[config.mk]
export PLATFORM = sky130hd
export DESIGN_NAME = wavetable_recorder
export DESIGN_NICKNAME = d
export VERILOG_FILES = /design/src/rtl/wt_pkg.sv /design/src/rtl/wt_sync_edge.sv /design/src/rtl/wavetable_recorder.sv
export SDC_FILE = /design/constraint.sdc
export NUM_CORES = 1
export LEC_CHECK = 0
export ABC_AREA = 1
export ABC_CLOCK_PERIOD_IN_PS = 1800
export BUFFER_PORTS_ARGS = -buffer_cell sky130_fd_sc_hd__clkbuf_2
export CAP_MARGIN = 40
export CORE_MARGIN = 2
export CORE_UTILIZATION = 40
export CTS_CLUSTER_DIAMETER = 80
export DETAILED_ROUTE_END_ITERATION = 8
export PLACE_DENSITY = 0.55
export SLEW_MARGIN = 5
export SYNTH_ARGS = -nofsm -noshare
export SYNTH_HDL_FRONTEND = slang
export SYNTH_SLANG_ARGS = --single-unit
[constraint.sdc]
create_clock -name CLK -period 1.8 [get_ports CLK]
set_input_delay 0.18 -clock CLK [delete_from_list [all_inputs] [get_ports CLK]]
set_output_delay 0.18 -clock CLK [all_outputs]
set_load 0.03 [all_outputs]
[src/rtl/wt_pkg.sv]
// Shared definitions for the wavetable capture and playback blocks.
// Holds the state encoding and the default table geometry.
package wt_pkg;

   typedef enum logic [1:0] {
      IDLE = 2'd0,
      REC  = 2'd1,
      DONE = 2'd2
   } wt_state_t;

   localparam int WT_SAMPLE_W = 1;
   localparam int WT_DEPTH    = 32;

endpackage

[src/rtl/wt_sync_edge.sv]
// Two-flop synchroniser for an asynchronous button level, followed by an
// edge register that yields single-cycle rise and fall pulses.
module wt_sync_edge (
   input  logic CLK,
   input  logic RST_N,
   input  logic async_in,
   output logic rise,
   output logic fall
);

   logic meta_q;
   logic sync_q;
   logic edge_q;

   always_ff @(posedge CLK or negedge RST_N) begin
      if (!RST_N) begin
         meta_q <= 1'b0;
         sync_q <= 1'b0;
         edge_q <= 1'b0;
      end else begin
         meta_q <= async_in;
         sync_q <= meta_q;
         edge_q <= sync_q;
      end
   end

   assign rise = sync_q & ~edge_q;
   assign fall = ~sync_q & edge_q;

endmodule

[src/rtl/wavetable_recorder.sv]
// Records strobed microphone samples into a wavetable while Record is held,
// in one-shot or circular mode, with a registered read port for playback.
module wavetable_recorder
   import wt_pkg::*;
#(
   parameter int SAMPLE_W = WT_SAMPLE_W,
   parameter int DEPTH    = WT_DEPTH,
   parameter int ADDR_W   = $clog2(DEPTH),
   parameter int LOOP     = 0
) (
   input  logic                CLK,
   input  logic                RST_N,
   input  logic                Record,
   input  logic [SAMPLE_W-1:0] Mic_In,
   input  logic                Sample_En,
   input  logic [ADDR_W-1:0]   Rd_Addr,
   output logic [SAMPLE_W-1:0] Rd_Data,
   output logic                Busy,
   output logic                Done,
   output logic                Wrapped,
   output logic [ADDR_W:0]     Count
);

   localparam int CNT_W = ADDR_W + 1;
   localparam logic [ADDR_W-1:0] LAST_ADDR  = ADDR_W'(DEPTH - 1);
   localparam logic [CNT_W-1:0]  FULL_COUNT = CNT_W'(DEPTH);

   wt_state_t state_q, state_d;
   logic [ADDR_W-1:0]   wr_ptr_q, wr_ptr_d;
   logic [CNT_W-1:0]    count_d;
   logic                wrapped_d;
   logic                do_write;
   logic                rec_rise;
   logic                rec_fall;
   logic [SAMPLE_W-1:0] mem [DEPTH];

   wt_sync_edge u_record_sync (
      .CLK      (CLK),
      .RST_N    (RST_N),
      .async_in (Record),
      .rise     (rec_rise),
      .fall     (rec_fall)
   );

   // A sample landing on the same edge as the stop request is still stored.
   always_comb begin
      state_d   = state_q;
      wr_ptr_d  = wr_ptr_q;
      count_d   = Count;
      wrapped_d = Wrapped;
      do_write  = 1'b0;
      case (state_q)
         IDLE, DONE: begin
            if (rec_rise) begin
               state_d   = REC;
               wr_ptr_d  = '0;
               count_d   = '0;
               wrapped_d = 1'b0;
            end
         end
         REC: begin
            if (Sample_En) begin
               do_write = 1'b1;
               if (Count != FULL_COUNT) begin
                  count_d = Count + 1'b1;
               end
               if (wr_ptr_q == LAST_ADDR) begin
                  wr_ptr_d = '0;
                  if (LOOP != 0) begin
                     wrapped_d = 1'b1;
                  end else begin
                     state_d = DONE;
                  end
               end else begin
                  wr_ptr_d = wr_ptr_q + 1'b1;
               end
            end
            if (rec_fall) begin
               state_d = DONE;
            end
         end
         default: state_d = IDLE;
      endcase
   end

   // Busy and Done come straight from flops so playback never sees a glitch.
   always_ff @(posedge CLK or negedge RST_N) begin
      if (!RST_N) begin
         state_q  <= IDLE;
         wr_ptr_q <= '0;
         Count    <= '0;
         Wrapped  <= 1'b0;
         Busy     <= 1'b0;
         Done     <= 1'b0;
      end else begin
         state_q  <= state_d;
         wr_ptr_q <= wr_ptr_d;
         Count    <= count_d;
         Wrapped  <= wrapped_d;
         Busy     <= (state_d == REC);
         Done     <= (state_d == DONE);
      end
   end

   always_ff @(posedge CLK) begin
      if (do_write) begin
         mem[wr_ptr_q] <= Mic_In;
      end
   end

   // Read-first; addresses past the table end read as zero.
   always_ff @(posedge CLK or negedge RST_N) begin
      if (!RST_N) begin
         Rd_Data <= '0;
      end else if ({1'b0, Rd_Addr} < FULL_COUNT) begin
         Rd_Data <= mem[Rd_Addr];
      end else begin
         Rd_Data <= '0;
      end
   end

endmodule

# Word-level counts from Yosys, hierarchy flattened
# Memories as Yosys holds them, arrays and structs flattened. A register that Yosys moved wholly into a read port is not among the register bits.
# Index checks and enable logic that the tools add are counted.
totals:
  regBits: 18
  ram_bits: 32
  in_bits: 10
  output_inout_bits: 10
  word_cells: 47
  mem_count: 1
op_classes:
  addsub: 2
  n_eq_ne: 9
  muxes: 17
  n_bitwise: 4
  n_reduce_logical: 6
memory_table:
  columns: ["memory", "depth", "width", "read_ports", "rd_clocked_by_memory_dff", "write_ports", "line_no", "rtl"]
  rows:
  - ["mem", 32, 1, 1, 1, 1, "wavetable_recorder.sv:35", "logic [SAMPLE_W-1:0] mem [DEPTH];"]
ops:
  columns: ["cell", "n"]
  rows:
  - ["$mux W6", 3]
  - ["$mux W5", 3]
  - ["$pmux W6 S2", 1]
  - ["$pmux W5 S2", 1]
  - ["$mux W2", 4]
  - ["$add A6 B1 Y6 const B", 1]
  - ["$ne A2 B2 Y1 const B", 3]
  - ["$ne A6 B6 Y1 const B", 1]
  - ["$add A5 B1 Y5 const B", 1]
  - ["$eq A5 B5 Y1 const B", 1]
  - ["$eq A2 B1 Y1 const B", 2]
  - ["$eq A2 B2 Y1 const B", 2]
  - ["$mux W1", 4]
  - ["$pmux W2 S2", 1]
  - ["$reduce_and A4 Y1", 1]
  - ["$reduce_and A3 Y1", 1]
  - ["$and A1 B1 Y1", 2]
  - ["$logic_not A2 Y1", 1]
  - ["$not A1 Y1", 2]
  - ["$reduce_bool A2 Y1", 1]
  - ["$reduce_or A2 Y1", 1]
  - ["$logic_not A1 Y1", 1]

# Longest topological paths before layout
depth:
  depth_word: 6
  mapped_depth: 11
  ltp_nobuf: 9

# Cells and area by module
# Synthesis repeated with hierarchy kept, for this count alone.
unflattened:
  hier_cells: 258
  area_unflattened_um2: 2439.8
modules_own_cells:
  columns: ["module", "instances", "cells_each", "area_per_inst_um2", "seq_area_each_um2"]
  rows:
  - ["wavetable_recorder", 1, 251, 2349.8, 1361.3]
  - ["wt_sync_edge", 1, 7, 90.1, 75.1]

# Worst setup path before layout
# No wires, ideal clock.
synth_timing:
  path_kind: "reg2reg"
  start: "register wr_ptr_q[0]"
  end: "register Done"
  setup_time_ns: 0.128
  t_arrival_ns: 1.294
  required_time_ns: 1.672
  setup_slack_ns: 0.378
  path_stages_with_launch: 8
  path_buffers: 0
  period_less_slack_ns: 1.422
  path_cell_list: "dfrtp_1 > ha_1 > nand2_1 > nor2_1 > ha_1 > a22o_1 > nand2_1 > o21ai_0"
synth_between:
  elab_chain_cells: 6
synth_rtl:
  columns: ["element", "line_no", "rtl"]
  rows:
  - ["start, declared", "wavetable_recorder.sv:29", "logic [ADDR_W-1:0] wr_ptr_q, wr_ptr_d;"]
  - ["start signal, assigned", "wavetable_recorder.sv:97", "wr_ptr_q <= wr_ptr_d;"]
  - ["$eq A5 B5 Y1", "wavetable_recorder.sv:67", "if (wr_ptr_q == LAST_ADDR) begin"]
  - ["$mux W2", "wavetable_recorder.sv:67", null]
  - ["$mux W2", "wavetable_recorder.sv:62", "if (Sample_En) begin"]
  - ["$mux W2", "wavetable_recorder.sv:78", "if (rec_fall) begin"]
  - ["$pmux W2 S2", "wavetable_recorder.sv:52", "case (state_q)"]
  - ["$eq A2 B2 Y1", "wavetable_recorder.sv:101", "Done <= (state_d == DONE);"]
  - ["end signal, assigned", "wavetable_recorder.sv:101", null]
  - ["end, declared", "wavetable_recorder.sv:19", "output logic Done,"]
# No other way between the ends.
# A chain may end at the register's enable or synchronous reset.

# Final worst setup path
# Ends and elaborated chain as after synthesis.

==> flow_metrics.env <==
export IMPL_status="finished, final reports clean"
export IMPL_hold_viol=0
export IMPL_synthFlopType="edfxtp_1"
export IMPL_yosysTopAreaCellShare=0.394
export IMPL_nNetsFinal=294
export IMPL_power_density_nw_per_um2=1020
export IMPL_leakage_nw=1.09
export IMPL_max_slew_margin=0.637
export IMPL_grt_use_total=0.161
export IMPL_place_ws_ns=0.275
export IMPL_htree_levels=2
export IMPL_synth_area_leader_cell="edfxtp_1"
export IMPL_postRouteAntennaNets=0
export IMPL_detail_route_vias_per_cell=4.94
export IMPL_fp_dieW_um=82.1
export IMPL_area_delta_synth_final_pct=10.7
export IMPL_die_area_um2=6740
export IMPL_maxSlewViolCount=0
export IMPL_cts_tree="yes"
export IMPL_period_share=0.853
export IMPL_cp_start_kind="register"
export IMPL_rows=28
export IMPL_synthTopCellsByCount="59 x nand2_1, 44 x nand3_1, 36 x nor2_1, 32 x edfxtp_1, 19 x dfrtp_1"
export IMPL_yosysWarnings=0
export IMPL_ys_seq_area_frac=0.588
export IMPL_fmax_mhz=651
export IMPL_layout_drive_gt1_share=0.129
export IMPL_end_kind="register"
export IMPL_worst_pin_slew_ns=0.544
export IMPL_p_total_mw=2.77
export IMPL_grt_start_max_net_pins=33
export IMPL_die_y_um=82.1
export IMPL_cts_sinks=51
export IMPL_syn_nets=274
export IMPL_synthDistinctLibCells=27
export IMPL_grt_overflow=0
export IMPL_setup_viol=0
export IMPL_crit_arrival_ns=1.72
export IMPL_crit_chain="ha_1 -> nand2_1 -> nor2_1 -> ha_1 -> a22o_1 -> nand2_1 -> o21ai_0"
export IMPL_clock_skew_ns=0.0106
export IMPL_synthArstFlopShare=0.373
export IMPL_crit_slowest_cell="dfrtp_1"
export IMPL_synthCells=257
export IMPL_drc_errors=0
export IMPL_root_buffer="clkbuf_8"
export IMPL_synth_most_common_cell="nand2_1"
export IMPL_grt_pass1_wl_um=7930
export IMPL_crit_path_max_incr_delay_ns=0.44
export IMPL_portBuffers=18
export IMPL_core_region_area_um2=5920
export IMPL_synth_avg_cell_area_um2=9.50
export IMPL_setup_ws_ns=0.264
export IMPL_ioPinCount=20
export IMPL_rsz0062_at_grt="no"
export IMPL_drt_first_iter_violations=94
export IMPL_n_antenna_cell=0
export IMPL_antenna_found_initial=0
export IMPL_cts_buffers=5
export IMPL_maxCapViolations=0
export IMPL_worstPathMaxFanout=6
export IMPL_routed_wl_um=4770
export IMPL_ys_seq_elements=51
export IMPL_post_dp_hpwl_um=3190
export IMPL_vias=1743
export IMPL_clock_path_buffers=2
export IMPL_wl_per_cell_um=13.5
export IMPL_initial_core_util=0.412
export IMPL_fin_setup_tns_ns=0
export IMPL_synthTopCellsByArea="edfxtp_1 39%, dfrtp_1 19%, nand2_1 9.1%"
export IMPL_peakVddDrop_v=0.000654
export IMPL_layout_min_cycle_time_ns=1.54
export IMPL_hp_class="input pin to register"
export IMPL_synth_edf_count=32
export IMPL_firstDrtPassIters=6
export IMPL_syn_area_um2=2440
export IMPL_clk_latency_ns=0.31
export IMPL_critPathKind="register to register"
export IMPL_clk_pin_slew_ns=0.09
export IMPL_gp_congestion=0.729
export IMPL_cp_required_ns=1.99
export IMPL_grt_pass1_vias=1646
==> cells by family after synthesis <==
logic type / share of synthesized area
xor+xnor: 0.00718
flops: 0.588
simple gates: 0.270
other cells: 0.00154
fa+ha+maj: 0.0359
compound gates: 0.0379
buf+inv: 0.0595
==> power by group <==
part / switching [mW] / leakage (nW) / internal [mW] / total, mW
logic: 0.394 / 0.505 / 0.164 / 0.558
clock network: 0.375 / 0.0514 / 0.415 / 0.790
registers: 0.0875 / 0.538 / 1.33 / 1.42
==> worst paths after layout <==
kind                            cells after the start                  from                    to  slack, ns
min in group asynchronous                           2                 RST_N              Count[3]       0.36
worst min register to register                      0  u_record_sync.meta_q  u_record_sync.sync_q       0.36
worst max-delay path                                7           wr_ptr_q[0]                  Done       0.26
max in group asynchronous                           2                 RST_N           wr_ptr_q[2]       1.09
worst max register to register                      7           wr_ptr_q[0]                  Done       0.26
worst min-delay path                                3            Rd_Addr[4]               Rd_Data       0.09
==> registers in the layout (all words and copies together), names as in the netlist, 2 cells and up <==
name and flops:
mem 32, Count 6, wr_ptr_q 5, state_q 2
==> metrics by stage <==
step	std cells	hold slack (ns)	cell area, um^2	utilization
floorplan	257	-0.116	2440	-
global placement	343	0.180	2570	0.434
detailed placement	343	0.182	2570	0.434
CTS	353	0.0911	2700	0.456
global route	353	0.0940	2700	0.456
finish	353	0.0944	2700	0.456
==> layout by cell type, fill, tap and decap left out, drive strengths merged <==
cell | synthesis | routed
ha | 7 | 7
inv | 21 | 21
xor2 | 1 | 1
buf | 8 | 1
nand3 | 44 | 44
conb | 1 | 1
clkbuf | 0 | 24
clkinvlp | 0 | 1
bufinv | 0 | 1
a22o | 1 | 1
nor3 | 2 | 2
o21ai | 12 | 12
a21oi | 2 | 2
o31ai | 1 | 1
nand2 | 63 | 63
xnor2 | 1 | 1
nor2 | 38 | 38
nand4 | 3 | 3
o22ai | 1 | 1
edfxtp | 32 | 32
dlygate4sd3 | 0 | 2
dfrtp | 19 | 19
==> routing by layer <==
layer | up-vias | wire length (um) | GRT usage
met3 | 7 | 153 | 0.0337
met5 | - | 0 | 0
li1 | 891 | - | -
met2 | 26 | 2310 | 0.269
met4 | 0 | 84 | 0.0700
met1 | 819 | 2230 | 0.203
==> layout make-up <==
cell class / instances / area (um^2)
Tap cell: 75 / 93.8
Inverter: 21 / 83.8
Timing Repair Buffer: 21 / 118
Multi-Input combinational cell: 177 / 860
Clock buffer: 6 / 72.6
Clock inverter: 2 / 37.5
Sequential cell: 51 / 1440
Fill cell: 589 / 3220
==> critical path: cells and delay by family, from the launching register on <==
family,cells,cell delay (ns)
compound gates,2,0.34
fa+ha+maj,2,0.45
flops,1,0.44
simple gates,3,0.20
==> repair_timing <==
item	4_1_cts	5_1_grt
gates resized for setup	0	0
endpoints found under the hold margin	20	0
buffers inserted	0	0
hold buffers	2	0
Power figures use the tool's default switching activity.
